### src/rtl/fir_mac_sched.sv
// fir_mac_sched: NUM_CH-channel first-order IIR/FIR section sharing one signed multiplier.
// Define FIR_MAC_SCHED_ROUND_EN to round each product half-up instead of flooring it.
module fir_mac_sched #(
  parameter int NUM_CH         = 4,
  parameter int INOUT_WIDTH    = 16,
  parameter int INTERNAL_WIDTH = 18,
  parameter logic signed [INTERNAL_WIDTH-1:0] COEF_B0_RST = 18'sd131071,
  parameter logic signed [INTERNAL_WIDTH-1:0] COEF_B1_RST = -18'sd131072,
  parameter logic signed [INTERNAL_WIDTH-1:0] COEF_A1_RST = 18'sd0,
  localparam int CH_W = (NUM_CH > 1) ? $clog2(NUM_CH) : 1
) (
  input  logic                             clk_i,
  input  logic                             reset_ni,
  input  logic                             in_valid_i,
  output logic                             in_ready_o,
  input  logic [CH_W-1:0]                  in_ch_i,
  input  logic signed [INOUT_WIDTH-1:0]    in_data_i,
  output logic                             out_valid_o,
  input  logic                             out_ready_i,
  output logic [CH_W-1:0]                  out_ch_o,
  output logic signed [INOUT_WIDTH-1:0]    out_data_o,
  input  logic                             cfg_we_i,
  input  logic [1:0]                       cfg_sel_i,
  input  logic signed [INTERNAL_WIDTH-1:0] cfg_data_i,
  input  logic                             cfg_commit_i,
  output logic                             commit_pending_o
);

  localparam int PROD_W = INOUT_WIDTH + INTERNAL_WIDTH;
  localparam int SHIFT  = INTERNAL_WIDTH - 1;
  localparam logic signed [PROD_W-1:0] ACC_MAX =
    (PROD_W'(1) << (INTERNAL_WIDTH - 1)) - PROD_W'(1);
  localparam logic signed [PROD_W-1:0] ACC_MIN = ~ACC_MAX;
  localparam logic signed [INTERNAL_WIDTH-1:0] OUT_MAX =
    (INTERNAL_WIDTH'(1) << (INOUT_WIDTH - 1)) - INTERNAL_WIDTH'(1);
  localparam logic signed [INTERNAL_WIDTH-1:0] OUT_MIN = ~OUT_MAX;
`ifdef FIR_MAC_SCHED_ROUND_EN
  localparam logic signed [PROD_W-1:0] RND = PROD_W'(1) << (INTERNAL_WIDTH - 2);
`endif

  typedef enum logic [2:0] {
    ST_IDLE,
    ST_MUL_B0,
    ST_MUL_B1,
    ST_MUL_A1,
    ST_OUT
  } state_t;

  state_t r_state;
  state_t w_next_state;
  logic   r_run;
  logic   w_in_ready;
  logic   w_accept;
  logic   w_apply;

  logic [CH_W-1:0]                  r_ch;
  logic signed [INOUT_WIDTH-1:0]    r_x;
  logic signed [INTERNAL_WIDTH-1:0] r_acc;
  logic                             r_out_valid;
  logic [CH_W-1:0]                  r_out_ch;
  logic signed [INOUT_WIDTH-1:0]    r_out_data;
  logic signed [INOUT_WIDTH-1:0]    r_x1 [NUM_CH];
  logic signed [INOUT_WIDTH-1:0]    r_y1 [NUM_CH];

  logic signed [INTERNAL_WIDTH-1:0] r_sh_b0, r_sh_b1, r_sh_a1;
  logic signed [INTERNAL_WIDTH-1:0] r_b0, r_b1, r_a1;
  logic                             r_pending;

  logic signed [INTERNAL_WIDTH-1:0] w_coef;
  logic signed [INOUT_WIDTH-1:0]    w_samp;
  logic signed [PROD_W-1:0]         w_samp_ext;
  logic signed [PROD_W-1:0]         w_coef_ext;
  logic signed [PROD_W-1:0]         w_prod;
  logic signed [PROD_W-1:0]         w_prod_adj;
  logic signed [PROD_W-1:0]         w_term;
  logic signed [PROD_W-1:0]         w_acc_ext;
  logic signed [PROD_W-1:0]         w_sum;
  logic signed [INTERNAL_WIDTH-1:0] w_acc_next;
  logic signed [INOUT_WIDTH-1:0]    w_out_next;

  // r_run holds in_ready_o low until the first edge after reset release.
  always_ff @(posedge clk_i or negedge reset_ni) begin
    if (!reset_ni) begin
      r_state <= ST_IDLE;
      r_run   <= 1'b0;
    end else begin
      r_state <= w_next_state;
      r_run   <= 1'b1;
    end
  end

  // A pending coefficient commit wins over accepting a new sample.
  always_comb begin
    w_next_state = r_state;
    w_in_ready   = 1'b0;
    w_accept     = 1'b0;
    w_apply      = 1'b0;
    case (r_state)
      ST_IDLE: begin
        if (r_pending) begin
          w_apply = 1'b1;
        end else begin
          w_in_ready = r_run;
          if (in_valid_i && r_run) begin
            w_accept     = 1'b1;
            w_next_state = ST_MUL_B0;
          end
        end
      end
      ST_MUL_B0: w_next_state = ST_MUL_B1;
      ST_MUL_B1: w_next_state = ST_MUL_A1;
      ST_MUL_A1: w_next_state = ST_OUT;
      ST_OUT:    if (out_ready_i) w_next_state = ST_IDLE;
      default:   w_next_state = ST_IDLE;
    endcase
  end

  always_comb begin
    w_coef = r_a1;
    w_samp = r_y1[r_ch];
    case (r_state)
      ST_MUL_B0: begin
        w_coef = r_b0;
        w_samp = r_x;
      end
      ST_MUL_B1: begin
        w_coef = r_b1;
        w_samp = r_x1[r_ch];
      end
      default: ;
    endcase
  end

  assign w_samp_ext = {{INTERNAL_WIDTH{w_samp[INOUT_WIDTH-1]}}, w_samp};
  assign w_coef_ext = {{INOUT_WIDTH{w_coef[INTERNAL_WIDTH-1]}}, w_coef};
  assign w_prod     = w_samp_ext * w_coef_ext;
`ifdef FIR_MAC_SCHED_ROUND_EN
  assign w_prod_adj = w_prod + RND;
`else
  assign w_prod_adj = w_prod;
`endif
  assign w_term    = w_prod_adj >>> SHIFT;
  assign w_acc_ext = (r_state == ST_MUL_B0) ? '0
                   : {{INOUT_WIDTH{r_acc[INTERNAL_WIDTH-1]}}, r_acc};
  assign w_sum     = w_acc_ext + w_term;

  // Two-stage clamp: accumulator range first, then the output sample range.
  always_comb begin
    if (w_sum > ACC_MAX)      w_acc_next = ACC_MAX[INTERNAL_WIDTH-1:0];
    else if (w_sum < ACC_MIN) w_acc_next = ACC_MIN[INTERNAL_WIDTH-1:0];
    else                      w_acc_next = w_sum[INTERNAL_WIDTH-1:0];
    if (w_acc_next > OUT_MAX)      w_out_next = OUT_MAX[INOUT_WIDTH-1:0];
    else if (w_acc_next < OUT_MIN) w_out_next = OUT_MIN[INOUT_WIDTH-1:0];
    else                           w_out_next = w_acc_next[INOUT_WIDTH-1:0];
  end

  always_ff @(posedge clk_i or negedge reset_ni) begin
    if (!reset_ni) begin
      r_ch        <= '0;
      r_x         <= '0;
      r_acc       <= '0;
      r_out_valid <= 1'b0;
      r_out_ch    <= '0;
      r_out_data  <= '0;
      for (int i = 0; i < NUM_CH; i++) begin
        r_x1[i] <= '0;
        r_y1[i] <= '0;
      end
    end else begin
      if (w_accept) begin
        r_ch <= in_ch_i;
        r_x  <= in_data_i;
      end
      if (r_state == ST_MUL_B0 || r_state == ST_MUL_B1) begin
        r_acc <= w_acc_next;
      end
      if (r_state == ST_MUL_A1) begin
        r_out_valid <= 1'b1;
        r_out_ch    <= r_ch;
        r_out_data  <= w_out_next;
        r_x1[r_ch]  <= r_x;
        r_y1[r_ch]  <= w_out_next;
      end else if (r_state == ST_OUT && out_ready_i) begin
        r_out_valid <= 1'b0;
      end
    end
  end

  // Shadow writes land immediately; the active set only changes while IDLE.
  always_ff @(posedge clk_i or negedge reset_ni) begin
    if (!reset_ni) begin
      r_sh_b0   <= COEF_B0_RST;
      r_sh_b1   <= COEF_B1_RST;
      r_sh_a1   <= COEF_A1_RST;
      r_b0      <= COEF_B0_RST;
      r_b1      <= COEF_B1_RST;
      r_a1      <= COEF_A1_RST;
      r_pending <= 1'b0;
    end else begin
      if (cfg_we_i) begin
        case (cfg_sel_i)
          2'd0:    r_sh_b0 <= cfg_data_i;
          2'd1:    r_sh_b1 <= cfg_data_i;
          2'd2:    r_sh_a1 <= cfg_data_i;
          default: ;
        endcase
      end
      if (w_apply) begin
        r_b0 <= r_sh_b0;
        r_b1 <= r_sh_b1;
        r_a1 <= r_sh_a1;
      end
      if (cfg_commit_i)  r_pending <= 1'b1;
      else if (w_apply)  r_pending <= 1'b0;
    end
  end

  assign in_ready_o       = w_in_ready;
  assign out_valid_o      = r_out_valid;
  assign out_ch_o         = r_out_ch;
  assign out_data_o       = r_out_data;
  assign commit_pending_o = r_pending;

endmodule

### config.mk
export PLATFORM = sky130hd
export DESIGN_NAME = fir_mac_sched
export DESIGN_NICKNAME = d
export VERILOG_FILES = /design/src/rtl/fir_mac_sched.sv
export SDC_FILE = /design/constraint.sdc
export NUM_CORES = 1
export LEC_CHECK = 0
export CAP_MARGIN = 20
export CORE_MARGIN = 5
export CORE_UTILIZATION = 65
export CTS_BUF_LIST = sky130_fd_sc_hd__clkbuf_2 sky130_fd_sc_hd__clkbuf_4 sky130_fd_sc_hd__clkbuf_8
export CTS_CLUSTER_SIZE = 14
export DETAILED_ROUTE_END_ITERATION = 16
export HOLD_SLACK_MARGIN = 0.12
export PLACE_DENSITY = 0.93
export SLEW_MARGIN = 20
export SYNTH_ARGS = -nofsm -noshare
export SYNTH_HDL_FRONTEND = slang
export SYNTH_SLANG_ARGS = --single-unit
### constraint.sdc
create_clock -name clk_i -period 24.6 [get_ports clk_i]
set_input_delay 4.92 -clock clk_i [delete_from_list [all_inputs] [get_ports clk_i]]
set_output_delay 4.92 -clock clk_i [all_outputs]
set_load 0.01 [all_outputs]
==> results of run 1 <==
state kept, by name, summed over array words and instances (netlist names), 3 cells and up:
| register | flops |
|---|---|
| r_acc | 18 |
| r_x | 16 |
| r_b1 | 18 |
| r_x1 | 64 |
| r_sh_a1 | 18 |
| out_data_o | 16 |
| r_y1 | 64 |
| r_state | 3 |
| r_a1 | 18 |
| r_sh_b1 | 18 |
| r_sh_b0 | 18 |
| r_b0 | 18 |
worst paths after layout:
kind,startpoint,endpoint,cells after the start
worst max register to register,r_state[0]$_DFFE_PN0P_,r_y1[13]$_DFFE_PN0P_,39
worst max-delay path,r_state[0]$_DFFE_PN0P_,r_y1[13]$_DFFE_PN0P_,39
worst min-delay path,r_sh_a1[5]$_DFFE_PN0P_,r_a1[5]$_DFFE_PN0P_,1
worst min register to register,r_sh_a1[5]$_DFFE_PN0P_,r_a1[5]$_DFFE_PN0P_,1
min in group asynchronous,reset_ni,out_data_o[14]$_DFFE_PN0P_,1
max in group asynchronous,reset_ni,r_a1[10]$_DFFE_PN0P_,4
per-layer routing:
metal | wire (µm) | share of wire, %
met1 | 22600 | 35
met2 | 31300 | 49
met3 | 6860 | 11
met4 | 3790 | 5.9
met5 | 0 | 0
layout make-up:
type	instances	area, µm²	share of cell area [%]
Inverter	340	1280	4.87
Clock buffer	69	850	3.25
Multi-Input combinational cell	1511	14900	56.8
Clock inverter	13	160	0.612
Tap cell	468	586	2.24
Timing Repair Buffer	107	972	3.71
Sequential cell	296	7450	28.5
cells by family (layout without fill, tap and decap cells):
kind of cell	after synthesis	after routing	synth area share, %
multiplexers	223	223	12.0
AO/OA/AOI/OAI	296	296	8.63
flip-flops	296	296	31.1
other	1	1	0.0157
AND/OR/NAND/NOR	564	564	10.3
buffers and inverters	451	529	7.15
XOR/XNOR	36	36	1.32
adder cells (fa/ha/maj)	391	391	29.5
cells in the mapped netlist (4+ instances only):
library cell / n / area (µm²)
nor3b_1: 7 / 52.6
fa_1: 290 / 5810
a221oi_1: 23 / 201
nand2_1: 174 / 653
a31oi_1: 84 / 526
buf_1: 6 / 22.5
nor2_1: 251 / 942
buf_2: 10 / 50.1
a21boi_0: 4 / 30.0
mux2_2: 190 / 2140
dfrtp_1: 260 / 6510
inv_1: 340 / 1280
nand3_1: 22 / 110
a211oi_1: 5 / 37.5
mux4_2: 32 / 721
o21a_1: 15 / 113
xnor2_1: 26 / 228
a21oi_1: 50 / 250
dfstp_2: 36 / 946
nor2b_1: 26 / 163
or2_2: 9 / 56.3
nor3_1: 5 / 25.0
nand2b_1: 19 / 119
and2_1: 32 / 200
xor2_1: 10 / 87.6
ha_1: 101 / 1260
a21o_1: 21 / 158
a221o_1: 17 / 170
o21bai_1: 6 / 45.0
clkbuf_1: 93 / 349
and3_1: 5 / 31.3
o21ai_0: 29 / 145
nand4_1: 6 / 37.5
o211ai_1: 18 / 135
stage by stage:
step | area [µm²] | hold slack [ps] | std cells | utilization (%) | worst slack (ps)
floorplan | 23900 | 442 | 2258 | - | 14080
global placement | 25200 | 460 | 2722 | 68.9 | 12700
detailed placement | 25200 | 472 | 2722 | 68.9 | 12270
CTS | 26200 | 479 | 2804 | 71.7 | 12160
global route | 26200 | 505 | 2804 | 71.7 | 11380
finish | 26200 | 486 | 2804 | 71.7 | 11850
==> results.yml, run 1 <==
timing:
  slew_headroom_pct: 23.3
  setup_viol: 0
  finalHoldViolCount: 0
  skew_ps: 41.2
  rsz0062_at_grt: "false"
  fmax_mhz: 78.4
  tns_ps: 0
  slew_violations: 0
  post-route-period-util_pct: 51.8
  tightest_slew_ps: 1150
  period_needed_ps: 12750
finish:
  antenna_cells: 0
  area_growth_pct: 9.33
  drive_above_1_share_pct: 18.1
  fillCellCount: 2238
  final_cell_mix: "340 x inv_1, 290 x fa_1, 259 x dfrtp_1, 248 x nor2_1, 190 x mux2_2"
  final_common_cell: "inv_1"
  final_nets: 2737
logic_synthesis:
  synth.distinct_cells: 64
  syn_area_um2: 23900
  ys_ff_latch: 296
  synth_cells: 2258
  synth_edf_count: 0
  async_reset_ff_share_pct: 100
  avgSynthCellArea_um2: 10.6
  yosys_warnings: 0
  seq_area_frac_synth_pct: 31.1
  syn_nets: 2693
  synth_ff_type: "dfrtp_1"
setup_path:
  crit_family: "adder cells"
  worstPathRequired_ps: 25000
  worstSetupPathType: "reg2reg"
  crit_path_end_kind: "register"
  reg2reg_slack_ps: 11850
  startpoint_type: "register"
  crit_top_cell: "fa_1"
  critPathMaxFanout: 75
  slowest_delay_ps: 700
  critPathBufInv: 7
  crit_arrival_ps: 13150
  crit_path_top_delay_cell: "buf_4"
clock_network:
  cts-resized-gates: 0
  ctsHoldBuffers: 0
  cts_buffer_depth: 3
  root_buffer: "clkbuf_8"
  clk_pin_slew_ps: 70
  cts_tree: "done"
  cts.htree.levels: 2
  cts_sinks: 296
  numCtsBuffers: 46
  postCtsSetupRepairBufs: 0
  clock_latency_ps: 610
placement:
  place_hpwl_um: 45400
  gp_congestion: 0.958
  port_buffers: 64
drt:
  drtIter0Drc: 1893
  avgViaCountPerCell: 6.41
  dr_total_vias: 18000
  drc: 0
  drtPass1Iterations: 6
  ant_nets: 0
  routed_wl_um: 64500
  post_drt_wl_per_cell_um: 23.0
grt:
  grt-busiest-layer: "met2"
  grt_max_degree: 85
  use_met1_pct: 40.3
  grtUsageTotal_pct: 32.3
  grt-ovfl-total: 0
  use_met3_pct: 7.38
  grt_pass1_wl_um: 104000
  antenna_found_initial: 0
  met2_usage_pct: 53.6
  first_global_vias: 19400
run_status:
  status: "complete, no violations"
worst_hold_path:
  hold_class: "reg2reg"
floorplanning:
  io_pins: 65
  die_w_um: 202
  start_util_pct: 65.6
  row_count: 70
  die_h_um: 202
  die_area_um2: 40800
  core_area_um2: 36500
run:
  drv_cap: 0
Power of run 1 is not shown: default switching activity piles up to over one toggle a cycle in this logic, so the estimate is an artifact.
==> run 2: changes to the inputs <==
Clock period 24.6 ns to 12.4 ns, I/O delays scaled along.
==> run 2 against run 1 <==
Compared with the run above:
- utilization increased by 0.72 points
- clock skew rose by 21 ps
- final cell count is 0.71% higher
- register-to-register slack worse by 11000 ps
- global-route usage is 1.1 points higher
- largest cell class unchanged
==> results.yml, run 2 (synthesis results as in run 1) <==
clock_network:
  cts_buffer_depth: 3
  numCtsBuffers: 48
  root_buffer: "clkbuf_8"
  cts_sinks: 296
  ctsHoldBuffers: 0
  cts_tree: "done"
  cts.htree.levels: 2
  clk_pin_slew_ps: 70
  clock_latency_ps: 630
timing:
  hold_ws_ps: 487
  skew_ps: 62.1
  finalHoldViolCount: 0
  tns_ps: 0
  slew_headroom_pct: 28.1
  slew_violations: 0
  rsz0062_at_grt: "false"
  period_needed_ps: 11950
  setup_viol: 0
  tightest_slew_ps: 1080
  fmax_mhz: 83.7
  post-route-period-util_pct: 96.4
floorplanning:
  die_w_um: 202
  die_h_um: 202
  row_count: 70
  die_area_um2: 40800
  start_util_pct: 65.6
  io_pins: 65
  core_area_um2: 36500
drt:
  routed_wl_um: 66900
  avgViaCountPerCell: 6.44
  drtIter0Drc: 1936
  drc: 0
  dr_total_vias: 18200
  drtPass1Iterations: 8
  post_drt_wl_per_cell_um: 23.7
  ant_nets: 0
finish:
  fillCellCount: 2171
  antenna_cells: 0
  area_growth_pct: 10.4
  final_common_cell: "inv_1"
  final_cell_mix: "340 x inv_1, 290 x fa_1, 259 x dfrtp_1, 248 x nor2_1, 190 x mux2_2"
  drive_above_1_share_pct: 18.7
  reg_top3: "r_x1 x64, r_y1 x64"
  stdcell_area_um2: 26400
  final_nets: 2752
grt:
  grt-busiest-layer: "met2"
  use_met1_pct: 41.2
  use_met3_pct: 7.83
  met2_usage_pct: 55.2
  first_global_vias: 19800
  grt_pass1_wl_um: 108000
  antenna_found_initial: 1
  grt-ovfl-total: 0
  grt_max_degree: 154
  grtUsageTotal_pct: 33.4
setup_path:
  critPathMaxFanout: 25
  startpoint_type: "register"
  critPathBufInv: 8
  crit_top_cell: "fa_1"
  crit_family: "compound AO/OA/AOI/OAI gates"
  worstSetupPathType: "reg2reg"
  worstPathRequired_ps: 12860
  slowest_delay_ps: 630
  crit_path_top_delay_cell: "o21ai_0"
  crit_arrival_ps: 12420
  crit_path_end_kind: "register"
worst_hold_path:
  hold_class: "reg2reg"
placement:
  port_buffers: 64
  gp_congestion: 0.995
  place_hpwl_um: 47200
  place_area_um2: 25300
run:
  drv_cap: 0
run_status:
  status: "complete, no violations"
-- run 2: metrics by stage --
step           utilization (%)  std cells  setup slack [ps]
5_1_grt                   72.4       2824              56.2
2_1_floorplan                -       2258              1880
3_3_place_gp              69.1       2731              1060
4_1_cts                   72.3       2822               543
3_5_place_dp              69.2       2733               690
6_report                  72.4       2824               446
-- run 2: repair_timing --
action                                  CTS  global route
endpoints found under the setup margin    0             8
resized for setup                         0             1
buffers inserted                          0             0
hold endpoints to repair                  0             0
-- run 2: cell type report --
class	count	area (µm²)	area share, %
clock inverter	14	176	0.667
clock buffer	75	951	3.60
timing repair buffer	120	1130	4.27
sequential	296	7450	28.2
inverter	340	1280	4.83
tap	468	586	2.21
multi-input combinational	1511	14900	56.2
-- run 2: path summary, 6_finish.rpt --
kind,start,to,slack [ps],depth (start not counted)
max in group asynchronous,reset_ni,r_sh_a1[15]$_DFFE_PN0P_,8270,4
setup / recovery,r_state[0]$_DFFE_PN0P_,out_data_o[3]$_DFFE_PN0P_,450,41
setup reg to reg,r_state[0]$_DFFE_PN0P_,out_data_o[3]$_DFFE_PN0P_,450,41
hold reg to reg,r_acc[8]$_DFFE_PN0N_,r_acc[8]$_DFFE_PN0N_,490,1
min in group asynchronous,reset_ni,r_y1[22]$_DFFE_PN0P_,1800,1
hold / removal,r_acc[8]$_DFFE_PN0N_,r_acc[8]$_DFFE_PN0N_,490,1
-- run 2: layer usage --
layer | routed length [µm] | part of all wire [%]
met4 | 4650 | 6.9
met1 | 23200 | 35
met5 | 21 | 0.031
met3 | 6660 | 10
met2 | 32300 | 48
Power of run 2 is left out for the same reason.
